<file path="src/rtl/l2_port_arbiter_pkg.sv">
// Shared cache-port types: line/address widths, arbiter state encoding, latched request.
// No logic here, so it has no latency and no backpressure.
package cache_pkg;

    localparam int ADDR_W = 30;
    localparam int LINE_W = 128;

    typedef enum logic [1:0] {
        IDLE   = 2'd0,
        BUSY_I = 2'd1,
        BUSY_D = 2'd2,
        DONE   = 2'd3
    } arb_state_t;

    typedef struct packed {
        logic              rd;
        logic              wr;
        logic [ADDR_W-1:0] addr;
        logic [LINE_W-1:0] wdata;
    } req_buf_t;

    localparam logic GRANT_I = 1'b0;
    localparam logic GRANT_D = 1'b1;

    // On a tie, the side that did not win last time goes next.
    function automatic logic pick_d(input logic i_req, input logic d_req, input logic last_grant);
        return d_req && (!i_req || (last_grant == GRANT_I));
    endfunction

endpackage

</file>
<file path="src/rtl/l2_port_arbiter_if.sv">
// Bundle of the I-cache, D-cache and downstream memory port signals.
// slave = arbiter view; master = the caches and the memory around it.
interface l2_port_arbiter_if #(
    parameter int ADDR_W = cache_pkg::ADDR_W,
    parameter int LINE_W = cache_pkg::LINE_W
);
    logic              i_mem_read;
    logic [ADDR_W-1:0] i_mem_addr;
    logic [LINE_W-1:0] i_mem_rdata;
    logic              i_mem_ready;

    logic              d_mem_read;
    logic              d_mem_write;
    logic [ADDR_W-1:0] d_mem_addr;
    logic [LINE_W-1:0] d_mem_wdata;
    logic [LINE_W-1:0] d_mem_rdata;
    logic              d_mem_ready;

    logic              mem_read;
    logic              mem_write;
    logic [ADDR_W-1:0] mem_addr;
    logic [LINE_W-1:0] mem_wdata;
    logic [LINE_W-1:0] mem_rdata;
    logic              mem_ready;

    modport slave (
        input  i_mem_read, i_mem_addr,
        input  d_mem_read, d_mem_write, d_mem_addr, d_mem_wdata,
        input  mem_rdata, mem_ready,
        output i_mem_rdata, i_mem_ready,
        output d_mem_rdata, d_mem_ready,
        output mem_read, mem_write, mem_addr, mem_wdata
    );

    modport master (
        output i_mem_read, i_mem_addr,
        output d_mem_read, d_mem_write, d_mem_addr, d_mem_wdata,
        output mem_rdata, mem_ready,
        input  i_mem_rdata, i_mem_ready,
        input  d_mem_rdata, d_mem_ready,
        input  mem_read, mem_write, mem_addr, mem_wdata
    );

endinterface

</file>
<file path="src/rtl/l2_port_arbiter.sv">
// Round-robin share of one L2 line port between I-cache and D-cache; request at t -> mem_* at t+1.
// A requester waits until granted; downstream stalls by withholding mem_ready; DONE masks trailing requests.
module l2_port_arbiter #(
    parameter int ADDR_W  = cache_pkg::ADDR_W,
    parameter int LINE_W  = cache_pkg::LINE_W,
    parameter bit D_FIRST = 1'b1
) (
    input  logic             clk,
    input  logic             rst_n,
    l2_port_arbiter_if.slave bus
);
    import cache_pkg::*;

    arb_state_t        state;
    logic              last_grant;
    req_buf_t          req_q;
    logic [LINE_W-1:0] rdata_buf;

    logic              i_req;
    logic              d_req;
    logic              grant_d;
    logic              done_i;
    logic              done_d;
    logic [LINE_W-1:0] line_in;
    logic [ADDR_W-1:0] i_addr;
    logic [ADDR_W-1:0] d_addr;

    assign i_req   = bus.i_mem_read;
    assign d_req   = bus.d_mem_read | bus.d_mem_write;
    assign grant_d = pick_d(i_req, d_req, last_grant);
    assign line_in = bus.mem_rdata;
    assign i_addr  = bus.i_mem_addr;
    assign d_addr  = bus.d_mem_addr;

    assign done_i = (state == BUSY_I) && bus.mem_ready;
    assign done_d = (state == BUSY_D) && bus.mem_ready;

    // rd/wr are cleared on completion, so the buffer alone drives the port idle in DONE/IDLE.
    assign bus.mem_read  = req_q.rd;
    assign bus.mem_write = req_q.wr;
    assign bus.mem_addr  = req_q.addr;
    assign bus.mem_wdata = req_q.wdata;

    assign bus.i_mem_ready = done_i;
    assign bus.d_mem_ready = done_d;
    assign bus.i_mem_rdata = done_i ? line_in : rdata_buf;
    assign bus.d_mem_rdata = done_d ? line_in : rdata_buf;

    always_ff @(posedge clk or negedge rst_n) begin
        if (!rst_n) begin
            state      <= IDLE;
            last_grant <= D_FIRST ? GRANT_I : GRANT_D;
            req_q      <= '0;
            rdata_buf  <= '0;
        end else begin
            case (state)
                IDLE: begin
                    if (grant_d) begin
                        req_q.rd    <= bus.d_mem_read;
                        req_q.wr    <= bus.d_mem_write;
                        req_q.addr  <= d_addr;
                        req_q.wdata <= bus.d_mem_wdata;
                        last_grant  <= GRANT_D;
                        state       <= BUSY_D;
                    end else if (i_req) begin
                        req_q.rd    <= 1'b1;
                        req_q.wr    <= 1'b0;
                        req_q.addr  <= i_addr;
                        req_q.wdata <= '0;
                        last_grant  <= GRANT_I;
                        state       <= BUSY_I;
                    end
                end
                BUSY_I, BUSY_D: begin
                    if (bus.mem_ready) begin
                        if (req_q.rd) begin
                            rdata_buf <= line_in;
                        end
                        req_q.rd <= 1'b0;
                        req_q.wr <= 1'b0;
                        state    <= DONE;
                    end
                end
                DONE: begin
                    state <= IDLE;
                end
                default: begin
                    state <= IDLE;
                end
            endcase
        end
    end

endmodule

</file>
<file path="src/flat_wrapper.sv">
// flat-port wrapper written by rule: the top's interface ports become plain ports
module l2_port_arbiter_flat import cache_pkg::*;
#(
    parameter int ADDR_W  = cache_pkg::ADDR_W,
    parameter int LINE_W  = cache_pkg::LINE_W,
    parameter bit D_FIRST = 1'b1
)
  (clk, rst_n, bus_i_mem_read, bus_i_mem_addr, bus_d_mem_read, bus_d_mem_write, bus_d_mem_addr, bus_d_mem_wdata, bus_mem_rdata, bus_mem_ready, bus_i_mem_rdata, bus_i_mem_ready, bus_d_mem_rdata, bus_d_mem_ready, bus_mem_read, bus_mem_write, bus_mem_addr, bus_mem_wdata);
  l2_port_arbiter_if #(.ADDR_W(ADDR_W), .LINE_W(LINE_W)) bus_i ();
  input  logic clk;
  input  logic rst_n;
  input wire logic [$bits(bus_i.i_mem_read)-1:0] bus_i_mem_read;
  input wire logic [$bits(bus_i.i_mem_addr)-1:0] bus_i_mem_addr;
  input wire logic [$bits(bus_i.d_mem_read)-1:0] bus_d_mem_read;
  input wire logic [$bits(bus_i.d_mem_write)-1:0] bus_d_mem_write;
  input wire logic [$bits(bus_i.d_mem_addr)-1:0] bus_d_mem_addr;
  input wire logic [$bits(bus_i.d_mem_wdata)-1:0] bus_d_mem_wdata;
  input wire logic [$bits(bus_i.mem_rdata)-1:0] bus_mem_rdata;
  input wire logic [$bits(bus_i.mem_ready)-1:0] bus_mem_ready;
  output wire logic [$bits(bus_i.i_mem_rdata)-1:0] bus_i_mem_rdata;
  output wire logic [$bits(bus_i.i_mem_ready)-1:0] bus_i_mem_ready;
  output wire logic [$bits(bus_i.d_mem_rdata)-1:0] bus_d_mem_rdata;
  output wire logic [$bits(bus_i.d_mem_ready)-1:0] bus_d_mem_ready;
  output wire logic [$bits(bus_i.mem_read)-1:0] bus_mem_read;
  output wire logic [$bits(bus_i.mem_write)-1:0] bus_mem_write;
  output wire logic [$bits(bus_i.mem_addr)-1:0] bus_mem_addr;
  output wire logic [$bits(bus_i.mem_wdata)-1:0] bus_mem_wdata;
  assign bus_i.i_mem_read = bus_i_mem_read;
  assign bus_i.i_mem_addr = bus_i_mem_addr;
  assign bus_i.d_mem_read = bus_d_mem_read;
  assign bus_i.d_mem_write = bus_d_mem_write;
  assign bus_i.d_mem_addr = bus_d_mem_addr;
  assign bus_i.d_mem_wdata = bus_d_mem_wdata;
  assign bus_i.mem_rdata = bus_mem_rdata;
  assign bus_i.mem_ready = bus_mem_ready;
  assign bus_i_mem_rdata = bus_i.i_mem_rdata;
  assign bus_i_mem_ready = bus_i.i_mem_ready;
  assign bus_d_mem_rdata = bus_i.d_mem_rdata;
  assign bus_d_mem_ready = bus_i.d_mem_ready;
  assign bus_mem_read = bus_i.mem_read;
  assign bus_mem_write = bus_i.mem_write;
  assign bus_mem_addr = bus_i.mem_addr;
  assign bus_mem_wdata = bus_i.mem_wdata;
  l2_port_arbiter #(.ADDR_W(ADDR_W), .LINE_W(LINE_W), .D_FIRST(D_FIRST)) u_core (.clk(clk), .rst_n(rst_n), .bus(bus_i));
endmodule
</file>
<file path="config.mk">
export PLATFORM = sky130hd
export DESIGN_NAME = l2_port_arbiter_flat
export DESIGN_NICKNAME = d
export VERILOG_FILES = /design/src/rtl/l2_port_arbiter_pkg.sv /design/src/rtl/l2_port_arbiter_if.sv /design/src/rtl/l2_port_arbiter.sv /design/src/flat_wrapper.sv
export SDC_FILE = /design/constraint.sdc
export NUM_CORES = 1
export LEC_CHECK = 0
export ABC_AREA = 0
export CAP_MARGIN = 20
export CORE_AREA = 10 10 278 280
export DETAILED_ROUTE_END_ITERATION = 16
export DIE_AREA = 0 0 288 290
export GPL_TIMING_DRIVEN = 0
export PLACE_DENSITY = 0.45
export REMOVE_ABC_BUFFERS = 1
export SETUP_SLACK_MARGIN = 0.15
export SLEW_MARGIN = 0
export SYNTH_ARGS = -nofsm -noshare
export SYNTH_HDL_FRONTEND = slang
export SYNTH_SLANG_ARGS = --single-unit
</file>
<file path="constraint.sdc">
create_clock -name clk -period 2.3 [get_ports clk]
set_input_delay 0.46 -clock clk [delete_from_list [all_inputs] [get_ports clk]]
set_output_delay 0.46 -clock clk [all_outputs]
set_load 0.02 [all_outputs]
</file>
==> results_dict.tcl, run 1 <==
set metrics [dict create \
    status "complete, but fails checks" \
    violations "negative setup slack" \
    grt_max_degree 106 \
    hp-class "reg -> reg" \
    dp.cells 2632 \
    std_cell_rows 98 \
    grt_pass1_vias 13076 \
    worstPathMaxFanout 8 \
    cts.sinks 291 \
    globalplace.congestion 0.764 \
    fin_crit_ns 3.01 \
    path_cells "buf_6, ha_4, and2_4, buf_12, buf_16, buf_8, buf_16, buf_6, mux2_4, buf_6" \
    vias_per_cell 4.26 \
    period_share_pct 131 \
    cts_tree "yes" \
    slew_headroom_pct 46.2 \
    ys_seq_elements 291 \
    vias 12354 \
    rsz0062_at_grt "true" \
    numCtsBuffers 40 \
    worst_slack_ns -0.711 \
    track_usage_pct 16.4 \
    cp.required_ns 1.84 \
    total_power_uw 42400 \
    synth_warnings 0 \
    powerDensity_nw_per_um2 1580 \
    fp.dieW_um 288 \
    portBuffers 739 \
    antenna_found_initial 23 \
    ir_worst_vdd_mv 0.698 \
    initial_core_util_pct 19.6 \
    drt_first_pass_iters 4 \
    max_freq_mhz 332 \
    hold_violations 0 \
    wl_per_cell_um 26.7 \
    syn_avg_cell_area_um2 14.0 \
    setup_viol 258 \
    clk_latency_ns 0.55 \
    drt-total-wl_mm 77.3 \
    start_kind "flop" \
    fin_skew_ns 0.0166 \
    cp-end-kind "primary output" \
    cp_slowest_stage_delay_ns 0.40 \
    nets 2242 \
    synth_cell_types 23 \
    drv_cap 0 \
    grt-ovfl-total 0 \
    worst_pin_slew_ns 0.806 \
    drtIter0Drc 352 \
    cts_buffer_depth 3 \
    drive_above_1_share_pct 47.6 \
    ant_nets 0 \
    dieArea_um2 83500 \
    synth_cells 1002 \
    layout.cells.non_filler 2902 \
    root_buffer "clkbuf_16" \
    syn-cell-area_um2 14000 \
    io_pins 740 \
    ys_seq_area_share_pct 52.0 \
    die_h_um 290 \
    grt_pass1_wl_mm 100 \
    hpwl_mm 52.1 \
    critPathSlowestCell "dfrtp_1" \
    path_common_cell "buf_6" \
    clk_pin_slew_ns 0.06 \
    slew_violations 0 \
    cp.arrival_ns 2.55 \
    worstSetupPathType "reg -> out" \
    htree_levels 2 \
    power.leakage_uw 0.0118 \
    syn2layout_area_growth_pct 91.9 \
    drc 0 \
    core-area_um2 71400 \
]
[registers in the layout (all words and copies together) (netlist names)]
name	count
u_core.bus.mem_read	1
u_core.bus.mem_write	1
u_core.rdata_buf	128
u_core.state	2
u_core.bus.mem_addr	30
u_core.bus.mem_wdata	128
u_core.last_grant	1
[metal layers]
metal  vias up  global-route usage [%]  routed length, um
li1       5597                       -                  -
met1      6100                    16.5              27400
met2       528                    29.1              39900
met3       109                    7.72               7630
met4        20                    6.09               2290
met5         -                       0                131
[cells in the mapped netlist]
cell       count  share of area [%]
a21o_1         1              0.054
o21ai_0       30                1.1
a211oi_1       2               0.11
mux2_2       387                 31
buf_6         10               0.80
dfrtp_1      291                 52
a21oi_1        3               0.11
nand3_1        1              0.036
a2bb2oi_2      1               0.11
a22o_1       128                8.0
ha_1           5               0.45
o31ai_4        1               0.15
buf_4          2               0.11
buf_2         56                2.0
inv_1          4               0.11
nor2b_1        1              0.045
nor2_1         1              0.027
nand2_1       30               0.80
o2bb2ai_1      1              0.063
mux2i_1       32                2.3
and2_1         3               0.13
nor3_1         1              0.036
clkbuf_1      11               0.30
[path summary, 6_finish.rpt]
kind | slack (ns) | cells past startpoint | from | to
worst max-delay path | -0.71 | 10 | u_core.state[0]$_DFFE_PN0P_ | bus_i_mem_rdata[54]
worst min-delay path | 0.48 | 2 | u_core.bus.mem_addr[24]$_DFFE_PN0P_ | u_core.bus.mem_addr[24]$_DFFE_PN0P_
worst max register to register | 0.21 | 8 | u_core.state[1]$_DFFE_PN0P_ | u_core.rdata_buf[123]$_DFFE_PN0P_
worst min register to register | 0.48 | 2 | u_core.bus.mem_addr[24]$_DFFE_PN0P_ | u_core.bus.mem_addr[24]$_DFFE_PN0P_
max in group asynchronous | 0.63 | 3 | rst_n | u_core.rdata_buf[87]$_DFFE_PN0P_
min in group asynchronous | 0.54 | 2 | rst_n | u_core.bus.mem_wdata[71]$_DFFE_PN0P_
[stage by stage]
step | hold WS [ns] | setup WS (ns) | util (%) | cell area (um^2) | TNS (ns)
after CTS | 0.446 | -0.805 | 34.7 | 24800 | -189.35
after detailed placement | 0.469 | -1.66 | 31.7 | 22600 | -387.60
after global placement | 0.468 | -13.89 | 31.0 | 22100 | -7225.70
after global routing | 0.467 | -0.785 | 37.6 | 26800 | -150.79
final | 0.478 | -0.711 | 37.6 | 26800 | -131.82
after floorplan | 0.164 | -2.76 | - | 13500 | -1321.98
[cells in the final DEF (no fill, tap or decap), drive strengths merged, types with 16 or more instances in the layout]
master and n:
a22o 128, buf 445, clkbuf 78, clkdlybuf4s50 463, dfrtp 291, dlymetal6s2s 16, mux2 387, mux2i 32
nand2 30, o21ai 30
[area by class of cell]
type                       count  area, um^2
fill                        6884       44500
timing repair buffer         946       10600
sequential                   291        7280
multi-input combinational    632        6560
tap                          950        1190
clock buffer                  58        1120
clock inverter                13         109
antenna                        8        20.0
inverter                       4        15.0
[power by group]
| group | leakage (uW) | switching (uW) | internal (uW) |
|---|---|---|---|
| registers | 0.00360 | 1480 | 7530 |
| clock network | 0.000595 | 2490 | 3500 |
| logic | 0.00765 | 13100 | 14400 |
[critical path, delay by kind of cell, from the launching register on]
family                     cells  cell delay (ns)
buffers and inverters          7             0.91
DFF                            1             0.40
adders and majority gates      1             0.15
and+or+nand+nor                1             0.20
muxes                          1             0.32
[what timing repair did]
item,in CTS,in global routing
endpoints found under the hold margin,82,0
endpoints found under the setup margin,418,423
setup buffers,46,108
pin swaps,0,5
hold buffers,1,0
gates cloned,19,18
gates resized for setup,762,935
[cell families after synthesis]
family,share of synthesized area (%)
multiplexers,33.4
AO/OA/AOI/OAI,9.68
buffers and inverters,3.32
AND/OR/NAND/NOR,1.08
adder cells (fa/ha/maj),0.447
flip-flops,52.0
(Power assumes the default switching activity.)
==> run 2: changes to the inputs <==
--- a/config.mk
+++ b/config.mk
@@ -14,7 +14,8 @@
 export PLACE_DENSITY = 0.45
 export REMOVE_ABC_BUFFERS = 1
 export SETUP_SLACK_MARGIN = 0.15
-export SLEW_MARGIN = 0
+export SKIP_CTS_REPAIR_TIMING = 1
+export SLEW_MARGIN = 40
 export SYNTH_ARGS = -nofsm -noshare
 export SYNTH_HDL_FRONTEND = slang
 export SYNTH_SLANG_ARGS = --single-unit
==> run 2 against run 1 <==
The flow still finishes with violations (negative setup slack). Fmax up 0.43%. Sequential share of layout area grew 0.74 points. Worst hold slack lost 0.11 ns. Cell area shrank 2.7%. Largest cell class unchanged.
==> results_dict.tcl, run 2 (synthesis results as in run 1) <==
set metrics [dict create \
    final_cell_mix "465 x clkdlybuf4s50_1, 291 x dfrtp_1, 276 x mux2_2" \
    violations "negative setup slack" \
    portBuffers 739 \
    clk_latency_ns 0.56 \
    path_delay_family "buffers and inverters" \
    cp.required_ns 1.84 \
    clk_pin_slew_ns 0.06 \
    cp_slowest_stage_delay_ns 0.42 \
    critPathSlowestCell "dfrtp_1" \
    drt_first_pass_iters 4 \
    grt_max_degree 65 \
    vias_per_cell 4.27 \
    antenna_found_initial 27 \
    die_h_um 290 \
    rr_endpoint "u_core.rdata_buf[39]$_DFFE_PN0P_" \
    wl_per_cell_um 25.6 \
    n_fill_cell 7047 \
    worst_pin_slew_ns 0.479 \
    power.leakage_uw 0.0118 \
    r2r-start "u_core.state[0]$_DFFE_PN0P_" \
    fin_skew_ns 0.0105 \
    track_usage_pct 15.2 \
    cts_tree "yes" \
    slew_violations 0 \
    rsz0062_at_grt "true" \
    final_common_cell "clkdlybuf4s50_1" \
    core-area_um2 71400 \
    total_power_uw 41100 \
    cts_buffer_depth 3 \
    grt_pass1_wl_mm 93.8 \
    setup_viol 258 \
    dieArea_um2 83500 \
    p_comb_share_pct 63.0 \
    htree_levels 2 \
    period_share_pct 130 \
    numCtsBuffers 40 \
    cp.arrival_ns 2.54 \
    switching_share_pct 40.3 \
    syn2layout_area_growth_pct 86.8 \
    vias 12262 \
    grt-ovfl-total 0 \
    nets 2210 \
    path_common_cell "buf_16" \
    drtIter0Drc 476 \
    fp.dieW_um 288 \
    cp-end-kind "primary output" \
    globalplace.congestion 0.764 \
    drv_cap 0 \
    initial_core_util_pct 19.6 \
    seq_power_share_pct 22.0 \
    slew_headroom_pct 68.1 \
    powerDensity_nw_per_um2 1570 \
    ant_nets 0 \
    std_cell_rows 98 \
    status "complete, but fails checks" \
    path_cells "inv_2, ha_1, and2_4, buf_12, buf_16, buf_16, clkbuf_16, mux2_2, buf_4" \
    drt-total-wl_mm 73.6 \
    worstPathMaxFanout 9 \
    ir_worst_vdd_mv 0.774 \
    p_int_uw 24500 \
    worstSetupPathType "reg -> out" \
    io_pins 740 \
    drive_above_1_share_pct 46.3 \
    crit_buf_inv 6 \
    hold_violations 0 \
    clkPwrFrac_pct 15.1 \
    fin_crit_ns 3.00 \
    p_sw_uw 16600 \
    hp-class "in -> async" \
    grt_pass1_vias 12688 \
    start_kind "flop" \
    drc 0 \
    cts.sinks 291 \
    cp_num_cells 9 \
    finalSetupTns_ns -136.69 \
    max_freq_mhz 334 \
    reg2reg_depth 10 \
    root_buffer "clkbuf_16" \
    worst_slack_ns -0.698 \
    hpwl_mm 53.2 \
    r2r_slack_ns 0.16 \
]
-- run 2: worst reg2reg max path, delay by kind of cell, from the launching register on --
kind / cells / cell delay [ns]
buf+inv: 7 / 0.93
flops: 1 / 0.41
fa+ha+maj: 1 / 0.29
mux: 1 / 0.29
simple gates: 1 / 0.10
-- run 2: worst max path at each step --
stage                                                   to                        start  slack, ns
after floorplan            u_core.rdata_buf[0]$_DFFE_PN0P_  u_core.state[0]$_DFFE_PN0P_      -2.76
after global placement    u_core.rdata_buf[19]$_DFFE_PN0P_                        rst_n     -13.89
after detailed placement               bus_d_mem_rdata[77]                bus_mem_ready      -1.75
after CTS                              bus_d_mem_rdata[77]  u_core.state[0]$_DFFE_PN0P_      -1.97
after global routing                   bus_d_mem_rdata[14]  u_core.state[0]$_DFFE_PN0P_      -0.79
final                                 bus_d_mem_rdata[123]  u_core.state[0]$_DFFE_PN0P_      -0.70
-- run 2: final cells by class --
| class | count | area [um^2] | area share, % |
|---|---|---|---|
| well taps | 950 | 1190 | 4.55 |
| diodes | 12 | 30.0 | 0.115 |
| clock inverters | 13 | 120 | 0.460 |
| clock buffers | 57 | 1160 | 4.46 |
| multi-input cells | 628 | 6720 | 25.7 |
| repair buffers | 918 | 9620 | 36.8 |
| inverters | 4 | 15.0 | 0.0575 |
| flip-flops and latches | 291 | 7280 | 27.9 |
-- run 2: metal layers --
layer	up-vias	track usage, %	part of all wire (%)
met1	6059	14.6	36
met5	-	0	0.17
met4	20	6.00	3.1
met2	531	26.9	51
li1	5530	-	-
met3	122	7.76	9.9
-- run 2: power groups by stage --
stage	Combinational (uW)	Clock (uW)	Sequential [uW]
after CTS	24000	6420	8960
after global routing	27300	6630	9360
after global placement	22800	0	8890
final	25900	6190	9020
after detailed placement	23900	0	8980
after floorplan	11000	0	10100
-- run 2: through the flow --
| stage | worst slack, ns | util [%] | cell area (um^2) | std cells | hold WS [ns] |
|---|---|---|---|---|---|
| after floorplan | -2.76 | - | 13500 | 923 | 0.164 |
| after global placement | -13.89 | 31.0 | 22100 | 2612 | 0.468 |
| after detailed placement | -1.75 | 32.0 | 22800 | 2650 | 0.357 |
| after CTS | -1.97 | 33.8 | 24100 | 2720 | -0.268 |
| after global routing | -0.791 | 36.6 | 26100 | 2866 | 0.372 |
| final | -0.698 | 36.6 | 26100 | 2873 | 0.367 |
==> run 3: changes to the inputs <==
--- a/config.mk
+++ b/config.mk
@@ -11,7 +11,8 @@
 export DETAILED_ROUTE_END_ITERATION = 16
 export DIE_AREA = 0 0 288 290
 export GPL_TIMING_DRIVEN = 0
-export PLACE_DENSITY = 0.45
+export MAX_ROUTING_LAYER = met4
+export PLACE_DENSITY = 0.54
 export REMOVE_ABC_BUFFERS = 1
 export SETUP_SLACK_MARGIN = 0.15
 export SKIP_CTS_REPAIR_TIMING = 1
==> run 3 against run 2 <==
The run still ends with negative setup slack left. Global-route usage down 0.12 points. Sequential share of layout area down 0.17 points. Fmax up 1.2%. Die area unchanged. Combinational power about the same. Sequential power up 0.9%. Utilization up 0.23 points. Total power up 0.78%. Non-clock buffer count down 24. Routed wire length down 2.1%. Setup slack better by 0.034 ns. Largest cell class unchanged. Highest routed layer is now met4. First-iteration DRC count down 16%.
==> results_dict.tcl, run 3 (synthesis results as in run 1) <==
set metrics [dict create \
    status "complete, but fails checks" \
    violations "negative setup slack" \
    root_buffer "clkbuf_16" \
    ant_nets 0 \
    crit_buf_inv 5 \
    fin_crit_ns 2.96 \
    worstSetupPathType "reg -> out" \
    start_kind "flop" \
    power.leakage_uw 0.0119 \
    pre_cts_slack_ns -1.64 \
    worst_slack_ns -0.664 \
    globalplace.congestion 0.816 \
    std_cell_rows 98 \
    grt_max_degree 70 \
    clk_latency_ns 0.54 \
    rr_endpoint "u_core.rdata_buf[108]$_DFFE_PN0P_" \
    drive_above_1_share_pct 44.5 \
    track_usage_pct 15.0 \
    ir_worst_vdd_mv 0.769 \
    period_share_pct 129 \
    hp-class "in -> async" \
    wl_per_cell_um 25.3 \
    cts.sinks 291 \
    critPathSlowestCell "dfrtp_2" \
    grt_pass1_vias 12615 \
    dp.cells 2647 \
    clk_pin_slew_ns 0.06 \
    antenna_found_initial 22 \
    max_freq_mhz 337 \
    layout.cells.non_filler 2852 \
    core-area_um2 71400 \
    die_h_um 290 \
    cp.required_ns 1.84 \
    cts_tree "yes" \
    cp.arrival_ns 2.50 \
    initial_core_util_pct 19.6 \
    nets 2185 \
    syn2layout_area_growth_pct 87.9 \
    powerDensity_nw_per_um2 1570 \
    rsz0062_at_grt "true" \
    path_delay_family "buffers and inverters" \
    r2r_slack_ns 0.11 \
    setup_viol 258 \
    n_fill_cell 6866 \
    slew_violations 0 \
    hold_violations 0 \
    grt-ovfl-total 0 \
    drc 0 \
    fin_skew_ns 0.0156 \
    drt_first_pass_iters 4 \
    cp_slowest_stage_delay_ns 0.45 \
    drt-total-wl_mm 72.1 \
    numCtsBuffers 38 \
    total_power_uw 41400 \
    hpwl_mm 51.9 \
    final_cell_mix "470 x clkdlybuf4s50_1, 290 x dfrtp_1, 248 x mux2_2" \
    worstPathMaxFanout 9 \
    fp.dieW_um 288 \
    path_cells "inv_4, ha_4, and2_4, buf_16, buf_4, clkbuf_16, mux2_2, buf_2" \
    worst_pin_slew_ns 0.462 \
    drtIter0Drc 401 \
    reg2reg_depth 7 \
    drv_cap 0 \
    cts_buffer_depth 3 \
    vias 12085 \
    htree_levels 2 \
    cp-end-kind "primary output" \
    r2r-start "u_core.state[0]$_DFFE_PN0P_" \
    grt_pass1_wl_mm 91.2 \
    slew_headroom_pct 69.2 \
    io_pins 740 \
    dieArea_um2 83500 \
    vias_per_cell 4.24 \
    cp_num_cells 8 \
    portBuffers 739 \
    final_common_cell "clkdlybuf4s50_1" \
]
[run 3: stage by stage]
stage                     util [%]  area (um^2)  setup TNS [ns]  hold slack (ns)
final                         36.8        26300         -129.76            0.421
after detailed placement      31.9        22700         -349.90            0.415
after global placement        31.0        22100        -6994.50            0.469
after CTS                     33.7        24000         -362.73           -0.205
after floorplan                  -        13500        -1321.98            0.164
after global routing          36.8        26300         -154.00            0.439
[run 3: worst max path at each step]
stage,start,to
after floorplan,u_core.state[0]$_DFFE_PN0P_,u_core.rdata_buf[0]$_DFFE_PN0P_
after global placement,rst_n,u_core.rdata_buf[125]$_DFFE_PN0P_
after detailed placement,bus_mem_ready,bus_d_mem_rdata[60]
after CTS,u_core.state[0]$_DFFE_PN0P_,bus_d_mem_rdata[60]
after global routing,u_core.state[1]$_DFFE_PN0P_,bus_i_mem_rdata[57]
final,u_core.state[0]$_DFFE_PN0P_,bus_d_mem_rdata[123]
[run 3: power breakdown]
part	switching (uW)	leakage, uW	internal, uW
Sequential	1570	0.00360	7530
Clock	2460	0.000639	3750
Combinational	12400	0.00768	13700
Total	16400	0.0119	25000
[run 3: cell type report]
| cell class | instances | area [um^2] | share of cell area (%) |
|---|---|---|---|
| Timing Repair Buffer | 894 | 9630 | 36.6 |
| Sequential cell | 291 | 7280 | 27.7 |
| Multi-Input combinational cell | 629 | 6840 | 26.0 |
| Tap cell | 950 | 1190 | 4.52 |
| Clock buffer | 56 | 1130 | 4.30 |
| Clock inverter | 13 | 169 | 0.642 |
| Antenna cell | 15 | 37.5 | 0.143 |
| Inverter | 4 | 17.5 | 0.0666 |
[run 3: routing by layer]
layer,share of wire (%),vias up,global-route usage [%]
met1,36,6029,14.8
li1,-,5483,-
met2,53,512,27.4
met4,1.5,0,3.21
met3,8.9,61,5.98
met5,0,-,-
==> RTL edit (settings of run 3) <==
The 4 states of `arb_state_t` get a Gray code encoding in 2 bits.
--- a/src/rtl/l2_port_arbiter_pkg.sv
+++ b/src/rtl/l2_port_arbiter_pkg.sv
@@ -6,10 +6,10 @@
     localparam int LINE_W = 128;
 
     typedef enum logic [1:0] {
-        IDLE   = 2'd0,
-        BUSY_I = 2'd1,
-        BUSY_D = 2'd2,
-        DONE   = 2'd3
+        IDLE   = 2'b00,
+        BUSY_I = 2'b01,
+        BUSY_D = 2'b11,
+        DONE   = 2'b10
     } arb_state_t;
 
     typedef struct packed {
Behaviour: same outputs for any inputs over 4 cycles, from zero or initial values and one cycle with rst_n low; so few cycles prove little.
==> RTL edit against run 3 <==
  * Clock skew barely moved
  * Via count fell by 1.8%
  * Cell area fell by 4.5%
  * Area after synthesis rose by 0.21%
  * Critical path type unchanged
  * Routed wire length fell by 9.3%
  * First-iteration DRC count rose by 1.5%
  * Fmax fell by 4.6%
  * Sequential cell count did not move
  * Largest cell class unchanged
  * Count of clock-buffer cells in the layout rose by 1
  * Highest routed layer unchanged
  * Sequential share of layout area rose by 1.3 points
  * Critical path depth rose by 1
  * Worst setup slack got worse by 0.14 ns
  * The run still ends with negative setup slack left
  * Power fell by 6.7%
  * Largest power group unchanged
==> RTL edit: results (changes against run 3) <==
placed_area_mm2: 0.0229  # +0.59%
worst_r2r_endpoint: "u_core.rdata_buf[49]"
ir_worst_vdd_mv: 0.776  # +0.97%
antenna_found_initial: 13  # -41%
gp_congestion: 0.786  # -3.7%
finClkSkew_ns: 0.0156  # -0.0000165 ns
ys_top_cells_by_count: "dfrtp_1, mux2_2, a22o_1"
setup_viol: 258  # unchanged
worstMarginPinSlew_ns: 0.570  # +0.107 ns
wl_per_cell_um: 23.3  # -7.7%
ff2ff_setup_slack_ns: 0.21  # +0.10 ns
synth-seq-area-share_pct: 51.9  # -0.11 points
r2r.worst_path.cells: 5  # -2
layout_setup_ws_ns: -0.806  # -0.143 ns
place_hpwl_um: 48100  # -7.4%
worst_ep_arrival_time_ns: 2.65  # +0.15 ns
drtIter0Drc: 407  # +1.5%
fillers: 7017  # +2.2%
track_usage_pct: 14.2  # -0.82 points
violations: "negative setup slack"
cpPeakStageDelay_ns: 0.49  # +0.04 ns
synth_area_leaders: "dfrtp_1, mux2_2, mux2_1"
setup_tns_ns: -146.97  # -17.21 ns
synth_cell_types: 26  # +13%
p_leak_nw: 11.3  # -5.5%
vias: 11867  # -1.8%
grt_first_pass_wirelength_um: 88400  # -3.0%
grt_pass1_vias: 12687  # +0.57%
status: "finished, violations left"
nets: 2138  # -2.2%
RTL edit: changes by cell type after synthesis, sizes merged, moves of 2 or more:
cell	delta
a31oi	+30
clkbuf	+12
a211oi	-2
nand2	-26
and2	-3
o21ai	-28
nor2	+2
buf	-4
nand2b	+2
ha	-5
inv	-2
mux2	-3
a21oi	+27
RTL edit: per-stage QoR:
stage | setup WS (ns) | power (mW) | util, % | instances
after floorplan | -5.21 | 20.6 | - | 915
after global placement | -13.39 | 30.6 | 30.9 | 2604
after detailed placement | -1.93 | 32.3 | 32.1 | 2641
after CTS | -2.06 | 38.5 | 33.7 | 2707
after global routing | -0.934 | 40.7 | 35.2 | 2802
final | -0.806 | 38.6 | 35.2 | 2802
RTL edit: routing by layer:
| metal | GRT usage, % | vias up | part of all wire (%) |
|---|---|---|---|
| met5 | - | - | 0 |
| met4 | 3.69 | 0 | 1.7 |
| met3 | 5.66 | 60 | 8.6 |
| met2 | 25.3 | 499 | 52 |
| met1 | 14.3 | 5854 | 37 |
| li1 | - | 5454 | - |
RTL edit: cell families (layout without fill, tap and decap cells):
kind of cell           Yosys count  after routing  synth area share [%]
muxes                          415            415                  33.1
DFF                            291            291                  51.9
AOI/OAI and AO/OA              193            193                  10.7
buffers and inverters           89            927                  3.77
and+or+nand+nor                 14             16                 0.544
other                            0             10                     0
RTL edit: final cells by class:
type,instances,area share (%)
timing repair buffer,859,35.0
sequential,291,29.0
multi-input combinational,624,26.3
tap,950,4.73
clock buffer,57,4.39
clock inverter,9,0.369
antenna,10,0.0996
inverter,2,0.0299
RTL edit: power by group:
group | internal [mW] | switching, mW | leakage (nW) | total (mW)
sequential | 7.56 | 1.55 | 3.55 | 9.11
combinational | 11.8 | 11.9 | 7.13 | 23.7
clock | 3.43 | 2.43 | 0.589 | 5.86
